**config.mk**
```make
export PLATFORM = sky130hd
export DESIGN_NAME = bar_graph_engine
export DESIGN_NICKNAME = d
export VERILOG_FILES = /design/src/rtl/bar_graph_engine.sv
export SDC_FILE = /design/constraint.sdc
export NUM_CORES = 1
export LEC_CHECK = 0
export CORE_ASPECT_RATIO = 0.75
export CORE_MARGIN = 2
export CORE_UTILIZATION = 28
export CTS_CLUSTER_SIZE = 14
export DETAILED_ROUTE_END_ITERATION = 6
export HOLD_SLACK_MARGIN = 0.12
export PLACE_DENSITY = 0.48
export SLEW_MARGIN = 10
export SYNTH_ARGS = -nofsm -noshare
export SYNTH_HDL_FRONTEND = slang
export SYNTH_SLANG_ARGS = --single-unit
```
**constraint.sdc**
```tcl
create_clock -name clk -period 2.6 [get_ports clk]
set_input_delay 0.39 -clock clk [delete_from_list [all_inputs] [get_ports clk]]
set_output_delay 0.39 -clock clk [all_outputs]
set_load 0.02 [all_outputs]
```
**src/rtl/bar_graph_engine.sv**
```systemverilog
// bar_graph_engine
//
// Renders NUM_CHANNELS live values as horizontal bar graphs on a 128x64
// SSD1306-style framebuffer (8 pages x 128 columns, one byte per column per
// page). The screen driver presents a byte address on pixelAddress. The
// matching byte appears on pixelData one cycle later.
//
// Each channel owns one page. Its bar is lit in columns 0..len-1, where len is
// the top 7 bits of the channel value. New values are accepted through a
// valid/ready handshake and only become visible at a frame boundary, so a
// frame is always drawn from one consistent set of values.
//
// Optional feature (compile-time macro PEAK_HOLD_EN):
//   defined   -> per-channel peak-hold markers (8'hFF column) that decay by one
//                column every DECAY_FRAMES frames.
//   undefined -> no peak/decay logic; DECAY_FRAMES is ignored.
//
// Ports:
//   clk          system clock
//   rst_n        asynchronous active-low reset
//   pixelAddress byte address from the screen driver: [9:7] page, [6:0] column
//   pixelData    registered byte for the address presented on the previous cycle
//   in_data      channel values, channel i at [i*DATA_WIDTH +: DATA_WIDTH]
//   in_valid     in_data is valid
//   in_ready     block can accept in_data
//   frame_start  one-cycle pulse the cycle after each detected frame boundary
module bar_graph_engine #(
  parameter int         NUM_CHANNELS = 4,
  parameter int         DATA_WIDTH   = 8,
  parameter int         DECAY_FRAMES = 8,
  parameter logic [7:0] BAR_PATTERN  = 8'h7E
) (
  input  logic                               clk,
  input  logic                               rst_n,
  input  logic [9:0]                         pixelAddress,
  output logic [7:0]                         pixelData,
  input  logic [NUM_CHANNELS*DATA_WIDTH-1:0] in_data,
  input  logic                               in_valid,
  output logic                               in_ready,
  output logic                               frame_start
);

  localparam int TotalWidth = NUM_CHANNELS * DATA_WIDTH;
  localparam int LenShift   = DATA_WIDTH - 7;

  logic [TotalWidth-1:0] display;
  logic [TotalWidth-1:0] displayNext;
  logic [TotalWidth-1:0] pending;
  logic                  pendingFull;
  logic                  pendingFullNext;
  logic [9:0]            prevAddr;
  logic                  boundary;
  logic                  transfer;
  logic [2:0]            page;
  logic [6:0]            column;
  logic [7:0]            pixelNext;
  logic [6:0]            lenNext [8];
  logic                  unusedDisplayBits;

  // A frame ends when the driver wraps from the last byte to the first.
  // prevAddr resets to 0, so the first address 0 after reset is not a boundary.
  assign boundary = (pixelAddress == 10'd0) && (prevAddr == 10'd1023);

  // Handshake: a word moves when in_valid && in_ready on a rising clk edge.
  // in_valid may stay high while in_ready is low; in_data is then ignored.
  // in_ready is low only while a word is pending and this is not a boundary
  // cycle. At a boundary the pending slot empties, so a new word is accepted
  // in the same cycle.
  assign in_ready = !pendingFull || boundary;
  assign transfer = in_valid && in_ready;

  // Commit logic. A word arriving on the boundary cycle goes straight to the
  // display and supersedes anything pending.
  always_comb begin
    displayNext     = display;
    pendingFullNext = pendingFull;
    if (boundary) begin
      pendingFullNext = 1'b0;
      if (transfer) begin
        displayNext = in_data;
      end else if (pendingFull) begin
        displayNext = pending;
      end
    end else if (transfer) begin
      pendingFullNext = 1'b1;
    end
  end

  // Bar lengths are sized for all 8 pages. Pages without a channel read as 0.
  for (genvar ch = 0; ch < 8; ch++) begin : gLen
    if (ch < NUM_CHANNELS) begin : gUsed
      assign lenNext[ch] = displayNext[ch*DATA_WIDTH + LenShift +: 7];
    end else begin : gUnused
      assign lenNext[ch] = 7'd0;
    end
  end

  // Only the top 7 bits of each value are drawn.
  assign unusedDisplayBits = ^displayNext;

`ifdef PEAK_HOLD_EN
  localparam int CntWidth = (DECAY_FRAMES > 1) ? $clog2(DECAY_FRAMES) : 1;

  logic [CntWidth-1:0] decayCnt;
  logic                decayWrap;
  logic [6:0]          peak     [8];
  logic [6:0]          peakNext [8];

  assign decayWrap = (decayCnt == CntWidth'(DECAY_FRAMES - 1));

  // A channel whose peak rises this boundary skips decay for that boundary.
  always_comb begin
    for (int ch = 0; ch < 8; ch++) begin
      peakNext[ch] = peak[ch];
      if (boundary) begin
        if (lenNext[ch] > peak[ch]) begin
          peakNext[ch] = lenNext[ch];
        end else if (decayWrap && (peak[ch] != 7'd0)) begin
          peakNext[ch] = peak[ch] - 7'd1;
        end
      end
    end
  end

  always_ff @(posedge clk or negedge rst_n) begin
    if (!rst_n) begin
      decayCnt <= '0;
      for (int ch = 0; ch < 8; ch++) begin
        peak[ch] <= 7'd0;
      end
    end else begin
      if (boundary) begin
        decayCnt <= decayWrap ? '0 : decayCnt + CntWidth'(1);
      end
      for (int ch = 0; ch < 8; ch++) begin
        peak[ch] <= peakNext[ch];
      end
    end
  end
`else
  logic unusedDecayFrames;
  assign unusedDecayFrames = ^DECAY_FRAMES;
`endif

  assign page   = pixelAddress[9:7];
  assign column = pixelAddress[6:0];

  // Lookup uses the values being committed this cycle. At a boundary, the
  // first byte of the new frame already shows the new data.
  always_comb begin
    pixelNext = 8'h00;
    if (int'(page) < NUM_CHANNELS) begin
      if (column < lenNext[page]) begin
        pixelNext = BAR_PATTERN;
      end
`ifdef PEAK_HOLD_EN
      if ((peakNext[page] != 7'd0) && (column == peakNext[page])) begin
        pixelNext = 8'hFF;
      end
`endif
    end
  end

  always_ff @(posedge clk or negedge rst_n) begin
    if (!rst_n) begin
      display     <= '0;
      pending     <= '0;
      pendingFull <= 1'b0;
      prevAddr    <= 10'd0;
      pixelData   <= 8'h00;
      frame_start <= 1'b0;
    end else begin
      display     <= displayNext;
      pendingFull <= pendingFullNext;
      if (transfer && !boundary) begin
        pending <= in_data;
      end
      prevAddr    <= pixelAddress;
      pixelData   <= pixelNext;
      frame_start <= boundary;
    end
  end

endmodule
```
==> run metrics <==
status=finished, violations left; Clk Tree Root Cell=clkbuf_16; initial core utilization=0.291; TritonCTS clock tree=done; CP Cell Sequence=dlygate4sd2_1, nand4bb_4, nor3_4, buf_6, and3_4, buf_6, buf_12, a221o_1, mux2i_1, o31a_1, ha_4, nand4_1, a311oi_2, a211oi_2; sum of negative setup slack=-0.429 ns; Worst Hold Path Cells=2; R2R cell count=13; leakage=2.08 nW; Clk pwr share=0.375; first-pass GRT wire length=16.9 mm; WS Path Type=in -> reg; area grow syn2layout=48.0%; Final ANT Viol Nets=0; die area=13100 µm²; final hold vios=0; total power=3.32 mW; Setup crit end kind=register; startpoint types=input port; Cell variety after synth=43; total CTS buffers=9; height of the die=99.7 µm; power density over cell area=656 nW/µm²; I/O Buffers=48; Largest delay share family, worst path=compound AO/OA/AOI/OAI gates; combinational power share=0.197; drc violations=0; worst skew pair latency=0.34 ns; largest net degree at the start of global routing=70; most frequent cells after synthesis=dfrtp_1, mux2_2, a221o_1, nand4_1, a21oi_1; met1 Track Usage GR=0.240; WL final=10.4 mm; Reg area=1730 µm²; Max Cap Viol=0; Post-synth ARST share=1.00; GR peak layer=met2; 1st-iter DRT viols=173; Core ar.=11700 µm²; failing checks=setup timing; Global Route Usage Sum=0.168; Tcrit/Tclk final=1.17; final slew viol count=0; Synth Warn #=0; Avg WL per Cell=18.2 µm; fillcell total=1128; H-tree Lvls=3; slowest cell on the critical path=o31a_1; clock transition at the registers of the reported paths=0.05 ns; clock sink total=69; DRT Pass-1 Iters=4; Stages on worst setup path=14; dpl ws=-0.939 ns; multi-input logic area=1660 µm²; Synth Area per Inst=11.3 µm²; RSZ-0062 raised after global routing=true; WP buf/inv=4; Post-synth EDFFs=0; total grt overflow=0; P_sw=860 µW; NumNets Final=456; Fin Clk Skew=0.00687 ns; layout cells sized above 1=0.350; Critical Path RT=2.81 ns; post-synth top area share=0.505; area leader, netlist=dfrtp_1; Crit path largest cell delay=0.36 ns; met3 usage=0.0494; global placement routability congestion=0.804; die width=132 µm; Core Rows=34; Worst EP arrival=3.23 ns; post-DP HPWL=6.89 mm; sequential area share after synthesis=0.505; post-layout util=0.431; antenna violations before repair=0; IO Count=55; Peak Freq=0.330 GHz; worst min-delay path class=in -> reg; vias in the first global route=2999; top_reg_cell synth=dfrtp_1; via-per-instance ratio=5.11; Final min period=3.03 ns; worst setup margin=-0.429 ns; Antenna Cells=0; sequential power share=0.427; synth top area cells=dfrtp_1, mux2_2, a221o_1; Mapped Area=3420 µm²; count leader, synth=dfrtp_1; vias=2915; Sw Ratio=0.259; CP most frequent cell=buf_6; number of synthesized register bits=69; Mapped Cells=302; CP max FO=5; met2 usage=0.251; maximum vdd drop=0.299 mV; CTS max path bufs=2; Power Internal=2.46 mW; Final Setup Violations=1
-- worst register-to-register path, delay by kind of cell (launching register included) --
kind,cells,cell delay [ns]
buffers and inverters,3,0.36
AOI/OAI and AO/OA,4,0.92
and+or+nand+nor,4,0.83
muxes,1,0.10
DFF,1,0.37
adders and majority gates,1,0.29
-- worst paths after layout --
check / startpoint / to / slack [ns]
min in group asynchronous: rst_n / pending[22] / 0.63
worst min register to register: display[30] / display[30] / 0.50
worst max register to register: prevAddr[8] / pixelData[5] / -0.41
worst max-delay path: pixelAddress[1] / pixelData[5] / -0.43
worst min-delay path: pixelAddress[6] / prevAddr[6] / 0.31
max in group asynchronous: rst_n / pending[20] / 1.66
-- what timing repair did --
action	4_1_cts	5_1_grt
pin swaps	21	29
setup buffers	18	8
gates resized for setup	36	18
setup endpoints to repair	2	2
hold endpoints to repair	69	0
gates cloned	1	0
hold buffers	1	0
-- kinds of logic (layout without fill, tap and decap cells) --
group,count (synthesis),after routing,synth area share
AO/OA/AOI/OAI,75,75,0.169
AND/OR/NAND/NOR,83,83,0.143
buffers and inverters,35,141,0.0534
multiplexers,33,33,0.107
flip-flops,69,69,0.505
other,1,2,0.00110
adder cells (fa/ha/maj),6,6,0.0220
-- stage by stage --
stage	hold WS [ns]	area (µm²)	cells
2_1_floorplan	0.0944	3460	303
6_report	0.315	5060	571
4_1_cts	0.395	4990	568
5_1_grt	0.322	5060	571
3_3_place_gp	0.453	4390	533
3_5_place_dp	0.450	4390	533
-- cell type report --
cell class	instances	area share
inverters	5	0.00445
repair buffers	121	0.227
multi-input cells	199	0.327
clock inverters	3	0.00890
clock buffers	12	0.0507
flip-flops and latches	69	0.341
well taps	162	0.0400
-- state kept, by name (all words and copies together), names as in the netlist --
register,cells
display,28
pixelData,1
prevAddr,10
frame_start,1
pending,28
pendingFull,1
-- power by group through the flow --
stage	combinational (mW)	clock, mW	sequential (mW)
2_1_floorplan	0.377	0	1.39
3_3_place_gp	0.604	0	1.42
3_5_place_dp	0.615	0	1.43
4_1_cts	0.643	1.28	1.41
5_1_grt	0.718	1.32	1.44
6_report	0.654	1.25	1.42
-- metal layers --
metal	part of all wire	wire length (µm)	vias up
met2	0.43	4480	75
li1	-	-	1359
met3	0.052	536	7
met1	0.51	5280	1474
met4	0.0099	103	0
met5	0	0	-
-- placed cells by master, fill, tap and decap left out, types with 3 or more instances in the layout --
| master | instances |
|---|---|
| dfrtp_1 | 69 |
| nand2_1 | 11 |
| mux2i_1 | 5 |
| a221o_1 | 25 |
| a22oi_2 | 3 |
| nor2_1 | 8 |
| clkbuf_16 | 9 |
| a211oi_2 | 3 |
| o31a_1 | 5 |
| clkdlybuf4s50_1 | 36 |
| dlygate4sd2_1 | 5 |
| buf_6 | 5 |
| a22oi_1 | 3 |
| clkinvlp_4 | 3 |
| nand4_1 | 25 |
| nand2b_1 | 22 |
| a21oi_1 | 21 |
| buf_12 | 7 |
| inv_1 | 3 |
| buf_4 | 57 |
| mux2_2 | 28 |
| clkdlybuf4s15_1 | 4 |
| ha_1 | 4 |
No activity file was read; power rests on OpenSTA's default activity.
